===== src/rtl/mac8_dot_seq_if.sv =====
// mac8_dot_seq_if: command, operand, FU and result ports for the
// mac8 dot-product sequencer. "slave" is the sequencer's view and
// "master" is the view of the surrounding source/FU/consumer.
interface mac8_dot_seq_if #(
  parameter int LEN_W = 8
);
  // command port
  logic             cmd_valid_i;
  logic             cmd_ready_o;
  logic [LEN_W-1:0] cmd_len_i;
  logic             cmd_acc_i;
  // operand stream
  logic             op_valid_i;
  logic             op_ready_o;
  logic [31:0]      op_a_i;
  logic [31:0]      op_b_i;
  // mac8 functional unit
  logic [31:0]      mac_a_o;
  logic [31:0]      mac_b_o;
  logic             mac_valid_o;
  logic [31:0]      mac_res_i;
  // result port and status
  logic             res_valid_o;
  logic             res_ready_i;
  logic [31:0]      res_o;
  logic             res_ovf_o;
  logic             busy_o;

  modport slave (
    input  cmd_valid_i, cmd_len_i, cmd_acc_i,
    input  op_valid_i, op_a_i, op_b_i,
    input  mac_res_i, res_ready_i,
    output cmd_ready_o, op_ready_o,
    output mac_a_o, mac_b_o, mac_valid_o,
    output res_valid_o, res_o, res_ovf_o, busy_o
  );

  modport master (
    output cmd_valid_i, cmd_len_i, cmd_acc_i,
    output op_valid_i, op_a_i, op_b_i,
    output mac_res_i, res_ready_i,
    input  cmd_ready_o, op_ready_o,
    input  mac_a_o, mac_b_o, mac_valid_o,
    input  res_valid_o, res_o, res_ovf_o, busy_o
  );
endinterface


===== src/rtl/mac8_dot_seq.sv =====
// mac8_dot_seq: streams N operand-word pairs through the combinational
// mac8 FU, one pair per cycle, and accumulates the 32-bit partial sums
// into a signed 32-bit accumulator returned over a valid/ready port.
// Optional feature macro: MAC8_DOT_SEQ_SAT_EN -- when defined the
// accumulator saturates on signed overflow instead of wrapping.
module mac8_dot_seq #(
  parameter int LEN_W = 8
) (
  input  logic           clk_i,
  input  logic           rst_i,
  input  logic           flush_i,
  mac8_dot_seq_if.slave  bus
);

  typedef enum logic [1:0] {
    ST_IDLE = 2'd0,
    ST_RUN  = 2'd1,
    ST_DONE = 2'd2
  } state_t;

  state_t           state_q, state_d;
  logic [LEN_W-1:0] cnt_q, cnt_d;
  logic [31:0]      acc_q, acc_d;
  logic             ovf_q, ovf_d;

  // Handshake flags are registered copies of the next state so that
  // they never combinationally depend on inputs.
  logic cmd_ready_q, op_ready_q, res_valid_q, busy_q;

  logic [31:0] add_sum;
  logic        beat_ovf;
  logic [31:0] beat_acc;

  // Accumulator update for one beat: two's-complement add, overflow
  // when both addends share a sign that the sum does not.
  always_comb begin
    add_sum  = acc_q + bus.mac_res_i;
    beat_ovf = (acc_q[31] == bus.mac_res_i[31]) && (add_sum[31] != acc_q[31]);
`ifdef MAC8_DOT_SEQ_SAT_EN
    if (beat_ovf) begin
      // a negative accumulator can only overflow downwards
      beat_acc = acc_q[31] ? 32'h8000_0000 : 32'h7FFF_FFFF;
    end else begin
      beat_acc = add_sum;
    end
`else
    beat_acc = add_sum;
`endif
  end

  // Next-state logic; flush wins over any handshake in the same cycle.
  always_comb begin
    state_d = state_q;
    cnt_d   = cnt_q;
    acc_d   = acc_q;
    ovf_d   = ovf_q;
    if (flush_i) begin
      state_d = ST_IDLE;
      cnt_d   = '0;
      acc_d   = '0;
      ovf_d   = 1'b0;
    end else begin
      case (state_q)
        ST_IDLE: begin
          if (bus.cmd_valid_i) begin
            cnt_d = bus.cmd_len_i;
            if (!bus.cmd_acc_i) begin
              acc_d = '0;
              ovf_d = 1'b0;
            end
            state_d = (bus.cmd_len_i != '0) ? ST_RUN : ST_DONE;
          end
        end
        ST_RUN: begin
          if (bus.op_valid_i) begin
            acc_d = beat_acc;
            ovf_d = ovf_q | beat_ovf;
            cnt_d = cnt_q - LEN_W'(1);
            if (cnt_q == LEN_W'(1)) begin
              state_d = ST_DONE;
            end
          end
        end
        ST_DONE: begin
          if (bus.res_ready_i) begin
            state_d = ST_IDLE;
          end
        end
        default: begin
          state_d = ST_IDLE;
        end
      endcase
    end
  end

  // State, datapath and registered handshake flags.
  always_ff @(posedge clk_i or posedge rst_i) begin
    if (rst_i) begin
      state_q     <= ST_IDLE;
      cnt_q       <= '0;
      acc_q       <= '0;
      ovf_q       <= 1'b0;
      cmd_ready_q <= 1'b1;
      op_ready_q  <= 1'b0;
      res_valid_q <= 1'b0;
      busy_q      <= 1'b0;
    end else begin
      state_q     <= state_d;
      cnt_q       <= cnt_d;
      acc_q       <= acc_d;
      ovf_q       <= ovf_d;
      cmd_ready_q <= (state_d == ST_IDLE);
      op_ready_q  <= (state_d == ST_RUN);
      res_valid_q <= (state_d == ST_DONE);
      busy_q      <= (state_d != ST_IDLE);
    end
  end

  // Operands pass straight to the FU only while a beat can be taken.
  always_comb begin
    bus.mac_a_o     = op_ready_q ? bus.op_a_i : 32'h0;
    bus.mac_b_o     = op_ready_q ? bus.op_b_i : 32'h0;
    bus.mac_valid_o = op_ready_q & bus.op_valid_i;
  end

  assign bus.cmd_ready_o = cmd_ready_q;
  assign bus.op_ready_o  = op_ready_q;
  assign bus.res_valid_o = res_valid_q;
  assign bus.res_o       = acc_q;
  assign bus.res_ovf_o   = ovf_q;
  assign bus.busy_o      = busy_q;

endmodule


===== src/flat_wrapper.sv =====
// flat-port wrapper written by rule: the top's interface ports become plain ports
module mac8_dot_seq_flat 
#(
  parameter int LEN_W = 8
)
  (clk_i, rst_i, flush_i, bus_cmd_valid_i, bus_cmd_len_i, bus_cmd_acc_i, bus_op_valid_i, bus_op_a_i, bus_op_b_i, bus_mac_res_i, bus_res_ready_i, bus_cmd_ready_o, bus_op_ready_o, bus_mac_a_o, bus_mac_b_o, bus_mac_valid_o, bus_res_valid_o, bus_res_o, bus_res_ovf_o, bus_busy_o);
  mac8_dot_seq_if #(.LEN_W(LEN_W)) bus_i ();
  input  logic clk_i;
  input  logic rst_i;
  input  logic flush_i;
  input wire logic [$bits(bus_i.cmd_valid_i)-1:0] bus_cmd_valid_i;
  input wire logic [$bits(bus_i.cmd_len_i)-1:0] bus_cmd_len_i;
  input wire logic [$bits(bus_i.cmd_acc_i)-1:0] bus_cmd_acc_i;
  input wire logic [$bits(bus_i.op_valid_i)-1:0] bus_op_valid_i;
  input wire logic [$bits(bus_i.op_a_i)-1:0] bus_op_a_i;
  input wire logic [$bits(bus_i.op_b_i)-1:0] bus_op_b_i;
  input wire logic [$bits(bus_i.mac_res_i)-1:0] bus_mac_res_i;
  input wire logic [$bits(bus_i.res_ready_i)-1:0] bus_res_ready_i;
  output wire logic [$bits(bus_i.cmd_ready_o)-1:0] bus_cmd_ready_o;
  output wire logic [$bits(bus_i.op_ready_o)-1:0] bus_op_ready_o;
  output wire logic [$bits(bus_i.mac_a_o)-1:0] bus_mac_a_o;
  output wire logic [$bits(bus_i.mac_b_o)-1:0] bus_mac_b_o;
  output wire logic [$bits(bus_i.mac_valid_o)-1:0] bus_mac_valid_o;
  output wire logic [$bits(bus_i.res_valid_o)-1:0] bus_res_valid_o;
  output wire logic [$bits(bus_i.res_o)-1:0] bus_res_o;
  output wire logic [$bits(bus_i.res_ovf_o)-1:0] bus_res_ovf_o;
  output wire logic [$bits(bus_i.busy_o)-1:0] bus_busy_o;
  assign bus_i.cmd_valid_i = bus_cmd_valid_i;
  assign bus_i.cmd_len_i = bus_cmd_len_i;
  assign bus_i.cmd_acc_i = bus_cmd_acc_i;
  assign bus_i.op_valid_i = bus_op_valid_i;
  assign bus_i.op_a_i = bus_op_a_i;
  assign bus_i.op_b_i = bus_op_b_i;
  assign bus_i.mac_res_i = bus_mac_res_i;
  assign bus_i.res_ready_i = bus_res_ready_i;
  assign bus_cmd_ready_o = bus_i.cmd_ready_o;
  assign bus_op_ready_o = bus_i.op_ready_o;
  assign bus_mac_a_o = bus_i.mac_a_o;
  assign bus_mac_b_o = bus_i.mac_b_o;
  assign bus_mac_valid_o = bus_i.mac_valid_o;
  assign bus_res_valid_o = bus_i.res_valid_o;
  assign bus_res_o = bus_i.res_o;
  assign bus_res_ovf_o = bus_i.res_ovf_o;
  assign bus_busy_o = bus_i.busy_o;
  mac8_dot_seq #(.LEN_W(LEN_W)) u_core (.clk_i(clk_i), .rst_i(rst_i), .flush_i(flush_i), .bus(bus_i));
endmodule

===== config.mk =====
export PLATFORM = sky130hd
export DESIGN_NAME = mac8_dot_seq_flat
export DESIGN_NICKNAME = d
export VERILOG_FILES = /design/src/rtl/mac8_dot_seq_if.sv /design/src/rtl/mac8_dot_seq.sv /design/src/flat_wrapper.sv
export SDC_FILE = /design/constraint.sdc
export NUM_CORES = 1
export LEC_CHECK = 0
export CAP_MARGIN = 20
export CORE_ASPECT_RATIO = 1.1
export CORE_MARGIN = 2
export CORE_UTILIZATION = 41
export CTS_CLUSTER_SIZE = 25
export DETAILED_ROUTE_END_ITERATION = 16
export GPL_ROUTABILITY_DRIVEN = 0
export GPL_TIMING_DRIVEN = 0
export PLACE_DENSITY_LB_ADDON = 0.2
export SYNTH_ARGS = -nofsm -noshare
export SYNTH_HDL_FRONTEND = slang
export SYNTH_SLANG_ARGS = --single-unit

===== constraint.sdc =====
create_clock -name clk_i -period 3.28 [get_ports clk_i]
set_input_delay 0.492 -clock clk_i [delete_from_list [all_inputs] [get_ports clk_i]]
set_output_delay 0.492 -clock clk_i [all_outputs]
set_load 0.03 [all_outputs]

==> reports/metrics.yaml, run 1 <==
outcome: "complete, no violations"
synthArstFlopShare_pct: 100
initial_antenna_violation_count: 1
max_stage_delay_ns: 0.46
fin_nets: 843
synth_top_family_by_area: "compound AO/OA/AOI/OAI gates"
cap_violations: 0
ys_seq_elements: 47
cts_tree: "yes"
power.density_cell_area_nw_per_um2: 329
numClockSinks: 47
rsz0062_at_grt: "false"
critical_path.startpoint_type: "input port"
finalSetupViolations: 0
cts-buffers-inserted: 5
drt-pass1-iter-count: 5
synthSimpleGateAreaFrac_pct: 24.6
drt-vias-per-instance: 5.56
timing.final.max_slew_violations: 0
ys_warn_count: 0
synth_largest_type_area_fraction_pct: 27.8
synth_area_per_cell_sq_um: 8.65
hold_viol: 0
pwr-share-comb_pct: 47.2
post_synth_main_area_contributors: "dfrtp_1 (28%), and2_1 (10%), ha_1 (10%)"
total_leakage_power_uw: 0.00279
power.net_switching_uw: 833
grt_max_degree: 29
area_growth_syn_to_layout_pct: 58.7
route.antenna.remaining_nets: 0
hold_class: "input port to async pin"
vias: 4563
synth_xor_xnor_area_share_pct: 5.29
p_total_uw: 2160
critical_path.reg2reg.startpoint: "u_core.bus.res_o[0]"
maxSlewHeadroom_pct: 55.3
post-route-worst-setup-slack_ns: 0.193
timing.critical_path.cells: "clkdlybuf4s50_1, ha_1, fa_1, a211oi_4, nor3_1, a211oi_2, a21oi_1, o21ai_2, a21oi_1, o21a_1, o41ai_1"
totalNegativeSetupSlack_ns: 0
die-height_microns: 109
die-width_microns: 99.8
synth_seq_area_share_pct: 28.5
r2r_end: "u_core.bus.res_o[28]"
rows: 38
final.setup_skew_ns: 0.0144
synth-main-ff-cell: "dfrtp_1"
groute.usage.overall_pct: 27.8
grt_pass1_wl_microns: 23700
place_ws_ns: -0.283
post_cts_hold_buffer_count: 0
cellInternalPower_uw: 1330
clk-insertion-delay-late_ns: 0.33
post-route-drc-count: 0
cts_root_buffer: "clkbuf_8"
worst-r2r-setup-slack_ns: 0.33
cpMostUsedCell: "a21oi_1"
adder_cell_fraction_of_synth_area_pct: 10.5
worstPathRequired_ns: 3.50
fmaxAchievable_mhz: 324
synth_cell_type_count: 67
crit_path_max_fanout: 4
post_synth_mux_area_share_pct: 0.514
timing.critical_path.buf_inv: 1
clkTransAtPathRegs_ns: 0.11
timing.critical_path.max_delay_family: "compound AO/OA/AOI/OAI gates"
syn_nets: 623
clockBufferDepth: 2
netlist.top_cell.by_area: "dfrtp_1"
layout.core_utilization_pct: 66.7
cp_slowest_cell: "fa_1"
core_footprint_sq_um: 9840
synth_top_cells_by_count: "and2_1 (66), dfrtp_1 (46), a21oi_1 (43)"
final_layout_size_suffix_gt1_share_pct: 5.87
design.die.area_sq_um: 10900
swShare_pct: 38.6
globalRouteOverflowTotal: 0
place_hpwl_microns: 12500
p_seq_share_pct: 31.0
tightest_slew_ns: 0.670
synth_edf_count: 0
floorplan.io_pins: 213
worst_r2r_path_cells: 10
drt_iter0_drc: 202
h-tree-depth: 2
via_count_of_the_first_global_routing_pass: 4542
initial_utilization_pct: 42.0
detail_route.wirelength_microns: 15400
cp_data_arrival_time_ns: 3.31
synthCells: 478
synth_most_common_cell: "and2_1"
critical_path.endpoint_type: "register"
period_needed_ns: 3.09
power.ir.vdd_worst_uv: 227
route.detailed.wl_per_inst_microns: 18.8
syn-cell-area_sq_um: 4140
synth-compound-area-share_pct: 26.6
kind_of_critical_path: "input port to register"
clockPowerShare_pct: 21.7
place.port_buffers: 212
share_of_the_cycle_needed_by_the_critical_path_after_routing_pct: 94.1
==> worst register-to-register path, delay by kind of cell (launching register included) <==
kind | cells | cell delay [ns]
AO/OA/AOI/OAI | 7 | 1.58
adder cells (fa/ha/maj) | 2 | 0.71
flip-flops | 1 | 0.42
AND/OR/NAND/NOR | 1 | 0.14
==> per-stage QoR <==
step | area, sq um | cells | hold slack [ns]
2_1_floorplan | 4140 | 478 | 0.471
3_3_place_gp | 6410 | 810 | 0.491
3_5_place_dp | 6430 | 811 | 0.508
4_1_cts | 6550 | 819 | 0.511
5_1_grt | 6560 | 820 | 0.534
6_report | 6560 | 820 | 0.502
==> power by group through the flow <==
stage | sequential, uW | combinational [uW] | clock, uW
after floorplan | 736 | 536 | 0
after CTS | 670 | 1020 | 479
final | 671 | 1020 | 470
after detailed placement | 681 | 1010 | 0
after global placement | 678 | 989 | 0
after global routing | 677 | 1100 | 497
==> flip-flops by register name, summed over array words and instances (netlist names) <==
name                    count
u_core.bus.cmd_ready_o      1
u_core.bus.res_o           32
u_core.bus.busy_o           1
u_core.bus.res_ovf_o        1
u_core.state_q              2
u_core.cnt_q                8
u_core.bus.op_ready_o       1
u_core.bus.res_valid_o      1
==> per-layer routing <==
layer  global-route usage [%]  wire, microns  vias up
met5                        0              0        -
met1                     31.0           5830     2166
li1                         -              -     2168
met3                     7.50           1300       36
met4                     12.8            628        0
met2                     49.4           7640      193
==> cell families (layout without fill, tap and decap cells) <==
family          count (synthesis)  in the layout
compound gates                151            151
xor+xnor                       25             25
fa+ha+maj                      34             34
buf+inv                        36            257
flops                          47             47
mux                             2              2
other cells                     0              1
simple gates                  183            183
==> timing repair <==
action,CTS,global route
buffers inserted,0,0
endpoints found under the setup margin,0,3
resized for setup,0,4
==> cell usage in the layout (no fill, tap or decap), drive strengths merged, types with 3 or more instances in the layout <==
cell type	count
nand3	11
ha	33
or3	5
nor2	25
a21boi	3
o21ai	29
clkbuf	25
o211ai	5
nor4	6
nand2	34
nor3b	3
and3	3
o31ai	9
a211oi	5
a22oi	4
nor3	11
and2	66
xnor2	16
a21oi	43
buf	4
a21o	9
clkdlybuf4s50	212
a22o	19
nand4	3
o21bai	6
inv	14
xor2	9
dfrtp	46
nor2b	7
==> final cells by class <==
type | instances | area [sq um]
fillers | 803 | 3280
multi-input cells | 395 | 2810
repair buffers | 213 | 2140
flip-flops and latches | 47 | 1180
well taps | 120 | 150
plain buffers | 23 | 120
clock buffers | 5 | 68.8
inverters | 13 | 48.8
clock inverters | 3 | 47.5
diodes | 1 | 2.50
==> worst max path at each step <==
stage / cells past startpoint / from / slack (ns) / end
after floorplan: 10 / u_core.bus.res_o[0] / 0.51 / u_core.bus.res_o[30]
after global placement: 11 / bus_mac_res_i[0] / -0.20 / u_core.bus.res_o[30]
after detailed placement: 11 / bus_mac_res_i[0] / -0.28 / u_core.bus.res_o[30]
after CTS: 11 / bus_mac_res_i[0] / 0.04 / u_core.bus.res_o[30]
after global routing: 11 / bus_mac_res_i[0] / 0.003 / u_core.bus.res_o[30]
final: 11 / bus_mac_res_i[0] / 0.19 / u_core.bus.res_o[28]
Power figures use the tool's default switching activity.
==> run 2: changes to the inputs <==
Settings changed: MAX_ROUTING_LAYER from default to met4.
==> run 2 against run 1 <==
  * Non-clock buffer count is the same
  * Critical path depth is the same
  * Register-to-register slack got worse by 0.03 ns
  * Via count up 0.26%
  * Wire length up 0.27%
  * Combinational power about the same
  * Power hardly changed
  * Worst setup slack got worse by 0.023 ns
  * Clock power hardly changed
  * Count of clock-buffer cells in the layout did not move
  * First-iteration DRC count down 5.4%
  * Critical path type unchanged
  * Largest cell class unchanged
==> reports/metrics.yaml, run 2 (same netlist as run 1, synthesis figures left out) <==
hold_class: "input port to async pin"  # unchanged
grt_max_degree: 29  # unchanged
layout.core_utilization_pct: 66.7  # unchanged
core_footprint_sq_um: 9840  # unchanged
die-height_microns: 109  # unchanged
critical_path.reg2reg.startpoint: "u_core.bus.res_o[0]"  # unchanged
floorplan.io_pins: 213  # unchanged
design.die.area_sq_um: 10900  # unchanged
share_of_the_cycle_needed_by_the_critical_path_after_routing_pct: 94.8  # was 94.1%
fmaxAchievable_mhz: 322  # was 324 MHz
timing.final.max_slew_violations: 0  # unchanged
critical_path.startpoint_type: "input port"  # unchanged
cp_data_arrival_time_ns: 3.33  # was 3.31 ns
gr-max-usage-layer: "met2"  # unchanged
initial_antenna_violation_count: 1  # unchanged
h-tree-depth: 2  # unchanged
drt_iter0_drc: 191  # was 202
vias: 4575  # was 4563
final_layout_size_suffix_gt1_share_pct: 5.87  # unchanged
post-cts-setup-buffers: 0  # unchanged
kind_of_critical_path: "input port to register"  # unchanged
worst-r2r-setup-slack_ns: 0.30  # was 0.33 ns
die-width_microns: 99.8  # unchanged
groute.usage.overall_pct: 28.6  # was 27.8%
fillerInstances: 803  # unchanged
grt_pass1_wl_microns: 23700  # about the same
globalRouteOverflowTotal: 0  # unchanged
outcome: "complete, no violations"  # unchanged
hold_viol: 0  # unchanged
commonest_cells_after_routing_fill_and_taps_aside: "clkdlybuf4s50_1 (212), and2_1 (66), dfrtp_1 (46)"  # unchanged
cts-buffers-inserted: 5  # unchanged
route.detailed.wl_per_inst_microns: 18.8  # about the same
detailed_place.area_sq_um: 6430  # unchanged
final_area_sq_um: 6560  # unchanged
post_cts_hold_buffer_count: 0  # unchanged
r2r_end: "u_core.bus.res_o[28]"  # unchanged
groute.layer.met2.usage_pct: 49.4  # unchanged
via_count_of_the_first_global_routing_pass: 4544  # was 4542
multi_input_area_sq_um: 2810  # unchanged
drt-vias-per-instance: 5.58  # was 5.56
area_growth_syn_to_layout_pct: 58.7  # unchanged
power.ir.vdd_worst_uv: 228  # was 227 uV
power.density_cell_area_nw_per_um2: 329  # about the same
numClockSinks: 47  # unchanged
rows: 38  # unchanged
clockBufferDepth: 2  # unchanged
finalSetupViolations: 0  # unchanged
total_leakage_power_uw: 0.00279  # unchanged
most_frequent_standard_cell_in_the_layout_excluding_fill_and_tap_cells: "clkdlybuf4s50_1"  # unchanged
worstPathRequired_ns: 3.50  # about the same
maxSlewHeadroom_pct: 55.3  # about the same
worst_r2r_path_cells: 10  # unchanged
largest_register_ffs: 32  # unchanged
detail_route.wirelength_microns: 15400  # about the same
cap_violations: 0  # unchanged
ff_latch_area_sq_um: 1180  # unchanged
final.setup_skew_ns: 0.0121  # was 0.0144 ns
place.port_buffers: 212  # unchanged
critical_path.endpoint_type: "register"  # unchanged
initial_utilization_pct: 42.0  # unchanged
clkTransAtPathRegs_ns: 0.11  # about the same
met1_usage_grt_pct: 31.0  # about the same
cts_tree: "yes"  # unchanged
crit_path_max_fanout: 4  # unchanged
tightest_slew_ns: 0.670  # about the same
p_total_uw: 2160  # about the same
cp-startpoint: "bus_mac_res_i[0]"  # unchanged
clk-insertion-delay-late_ns: 0.32  # was 0.33 ns
route.antenna.remaining_nets: 0  # unchanged
period_needed_ns: 3.11  # was 3.09 ns
fin_nets: 843  # unchanged
drt-pass1-iter-count: 5  # unchanged
place_hpwl_microns: 12500  # unchanged
cts_resized: 0  # unchanged
met3_usage_pct: 7.37  # was 7.50%
cts_root_buffer: "clkbuf_8"  # unchanged
post-route-drc-count: 0  # unchanged
## run 2: cell counts in the layout (fill, tap and decap cells not counted)
Identical to the previous run, type by type.
## run 2: worst max-delay path by stage
stage / endpoint / slack (ns) / cells past startpoint
2_1_floorplan: u_core.bus.res_o[30] / 0.51 / 10
3_3_place_gp: u_core.bus.res_o[30] / -0.20 / 11
3_5_place_dp: u_core.bus.res_o[30] / -0.28 / 11
4_1_cts: u_core.bus.res_o[30] / 0.04 / 11
5_1_grt: u_core.bus.res_o[30] / -0.002 / 11
6_report: u_core.bus.res_o[28] / 0.17 / 11
## run 2: metrics by stage
stage	worst slack [ns]	instances	hold slack (ns)	TNS, ns
3_3_place_gp	-0.197	810	0.491	-0.414
3_5_place_dp	-0.283	811	0.508	-0.758
5_1_grt	-0.00166	820	0.534	-0.00166
6_report	0.170	820	0.499	0
2_1_floorplan	0.512	478	0.471	0
4_1_cts	0.0411	819	0.511	0
## run 2: power breakdown
part	total, uW	internal, uW	switching [uW]
registers	670	625	45.1
logic	1020	470	552
clock network	469	232	237
total	2160	1330	834
## run 2: cell type report
class | instances | area share (%)
Sequential cell | 47 | 17.9
Tap cell | 120 | 2.29
Multi-Input combinational cell | 395 | 42.8
Clock buffer | 5 | 1.05
Buffer | 23 | 1.83
Inverter | 13 | 0.743
Clock inverter | 3 | 0.724
Timing Repair Buffer | 213 | 32.6
Antenna cell | 1 | 0.0381
## run 2: per-layer routing
metal | vias up | wire length [microns]
li1 | 2166 | -
met1 | 2165 | 5940
met2 | 197 | 7600
met3 | 47 | 1270
met4 | 0 | 629
met5 | - | 0
## run 2: worst max-delay path: stages
cell and delay (ns):
clkdlybuf4s50_1 0.40, ha_1 0.22, fa_1 0.46, a211oi_4 0.33, nor3_1 0.14, a211oi_2 0.30
a21oi_1 0.16, o21ai_2 0.24, a21oi_1 0.13, o21a_1 0.19, o41ai_1 0.25
==> run 3: changes to the inputs <==
--- a/config.mk
+++ b/config.mk
@@ -9,3 +9,3 @@
 export CORE_ASPECT_RATIO = 1.1
-export CORE_MARGIN = 2
+export CORE_MARGIN = 4
 export CORE_UTILIZATION = 41
==> constraint.sdc (replaced) <==
create_clock -name clk_i -period 3.28 [get_ports clk_i]
set_input_delay 0.82 -clock clk_i [delete_from_list [all_inputs] [get_ports clk_i]]
set_output_delay 0.82 -clock clk_i [all_outputs]
set_load 0.03 [all_outputs]
==> run 3 against run 2 <==
  * Maximum frequency down 3.3%
  * Worst hold slack better by 0.030 ns
  * Count of clock-buffer cells in the layout unchanged
  * Die area up 7.8%
  * Critical path depth unchanged
  * Non-clock buffer count unchanged
  * Largest cell class unchanged
  * Register-to-register slack better by 0.24 ns
  * Clock power down 2%
  * Global-route usage down 0.70 points
  * Core utilization up 0.74 points
  * Sequential share of layout area down 0.20 points
==> reports/metrics.yaml, run 3 (same netlist as run 1, synthesis figures left out) <==
outcome: "complete, no violations"  # unchanged
grt_pass1_wl_microns: 25200  # was 23700 microns
cap_violations: 0  # unchanged
worst_r2r_path_cells: 10  # unchanged
final.setup_skew_ns: 0.00888  # was 0.0121 ns
whs_path_depth: 2
place.port_buffers: 212  # unchanged
h-tree-depth: 2  # unchanged
globalRouteOverflowTotal: 0  # unchanged
worstPathRequired_ns: 3.45  # was 3.50 ns
finalSetupViolations: 0  # unchanged
cts-buffers-inserted: 5  # unchanged
final_area_sq_um: 6640  # was 6560 sq um
clockBufferDepth: 2  # unchanged
tightest_slew_ns: 0.687  # was 0.670 ns
timing.final.max_slew_violations: 0  # unchanged
vias: 4581  # was 4575
initial_antenna_violation_count: 3  # was 1
place_ws_ns: -0.587  # was -0.283 ns
groute.usage.overall_pct: 27.9  # was 28.6%
kind_of_critical_path: "input port to register"  # unchanged
total_leakage_power_uw: 0.00279  # about the same
fin_worst_hold_slack_ns: 0.529  # was 0.499 ns
clk-insertion-delay-late_ns: 0.31  # was 0.32 ns
commonest_cells_after_routing_fill_and_taps_aside: "clkdlybuf4s50_1 (212), and2_1 (66), dfrtp_1 (46)"  # unchanged
detailed_place.area_sq_um: 6430  # unchanged
fmaxAchievable_mhz: 311  # was 322 MHz
final_layout_size_suffix_gt1_share_pct: 8.15  # was 5.87%
largest_register_ffs: 32  # unchanged
power.density_cell_area_nw_per_um2: 328  # was 329 nW/um^2
place_hpwl_microns: 13500  # was 12500 microns
clkTransAtPathRegs_ns: 0.10  # was 0.11 ns
area_growth_syn_to_layout_pct: 60.4  # was 58.7%
maxSlewHeadroom_pct: 54.2  # was 55.3%
drt-pass1-iter-count: 6  # was 5
period_needed_ns: 3.22  # was 3.11 ns
design.die.area_sq_um: 11800  # was 10900 sq um
totalNegativeSetupSlack_ns: 0  # unchanged
die-width_microns: 104  # was 99.8 microns
power.ir.vdd_worst_uv: 305  # was 228 uV
hold_class: "register to register"  # was input port to async pin
via_count_of_the_first_global_routing_pass: 4583  # was 4544
crit_path_max_fanout: 3  # was 4
most_frequent_standard_cell_in_the_layout_excluding_fill_and_tap_cells: "clkdlybuf4s50_1"  # unchanged
drt_iter0_drc: 205  # was 191
numClockSinks: 47  # unchanged
post_cts_hold_buffer_count: 0  # unchanged
die-height_microns: 113  # was 109 microns
cts_tree: "yes"  # unchanged
cts_root_buffer: "clkbuf_8"  # unchanged
post-route-drc-count: 0  # unchanged
drt-vias-per-instance: 5.57  # was 5.58
core_footprint_sq_um: 9840  # unchanged
fin_nets: 843  # unchanged
initial_utilization_pct: 42.0  # unchanged
share_of_the_cycle_needed_by_the_critical_path_after_routing_pct: 98.1  # was 94.8%
cp_data_arrival_time_ns: 3.39  # was 3.33 ns
detail_route.wirelength_microns: 16500  # was 15400 microns
post-route-worst-setup-slack_ns: 0.0626  # was 0.170 ns
hold_viol: 0  # unchanged
route.detailed.wl_per_inst_microns: 20.1  # was 18.8 microns
route.antenna.remaining_nets: 0  # unchanged
critical_path.startpoint_type: "input port"  # unchanged
critical_path.endpoint_type: "register"  # unchanged
rows: 38  # unchanged
grt_max_degree: 39  # was 29
floorplan.io_pins: 213  # unchanged
[run 3: area by class of cell]
| cell class | instances | area [sq um] |
|---|---|---|
| Sequential cell | 47 | 1180 |
| Buffer | 19 | 101 |
| Clock buffer | 5 | 68.8 |
| Clock inverter | 3 | 47.5 |
| Timing Repair Buffer | 217 | 2170 |
| Fill cell | 815 | 3210 |
| Multi-Input combinational cell | 395 | 2860 |
| Inverter | 13 | 48.8 |
| Antenna cell | 3 | 7.51 |
| Tap cell | 120 | 150 |
[run 3: critical path: stages]
cell and delay, ns:
clkdlybuf4s50_1 0.41, ha_2 0.21, fa_2 0.42, a211oi_4 0.29, nor3_2 0.11, or3_1 0.34, a21oi_1 0.23, o21bai_1 0.09
a21oi_1 0.19, xor2_1 0.19, o31ai_1 0.09
[run 3: worst paths after layout]
kind                                startpoint               endpoint  slack, ns
max                           bus_mac_res_i[0]   u_core.bus.res_o[10]       0.06
min                            u_core.cnt_q[5]        u_core.cnt_q[5]       0.53
max reg2reg                u_core.bus.res_o[0]   u_core.bus.res_o[10]       0.54
min reg2reg                    u_core.cnt_q[5]        u_core.cnt_q[5]       0.53
max in group asynchronous                rst_i   u_core.bus.res_o[19]       2.01
min in group asynchronous                rst_i  u_core.bus.op_ready_o       0.78
[run 3: repair_timing]
item,4_1_cts,5_1_grt
resized for setup,4,17
setup endpoints to repair,6,11
pin swaps,3,12
setup buffers,1,3
[run 3: metrics by stage]
stage / utilization [%] / instances / power [uW]
after floorplan: - / 478 / 1270
after global placement: 65.1 / 810 / 1670
after detailed placement: 65.3 / 811 / 1700
after CTS: 66.7 / 820 / 2170
after global routing: 67.4 / 822 / 2290
final: 67.4 / 822 / 2170
[run 3: metal layers]
| metal | vias to the layer above | share of wire, % | track usage, % |
|---|---|---|---|
| met2 | 205 | 51 | 50.0 |
| met3 | 32 | 7.1 | 6.73 |
| met4 | 0 | 3.3 | 11.2 |
| met1 | 2175 | 38 | 29.7 |
| met5 | - | 0 | - |
| li1 | 2169 | - | - |
[run 3: power breakdown]
part           total (uW)  internal (uW)  switching [uW]
registers             674            625            48.5
logic                1040            478             562
clock network         460            232             229
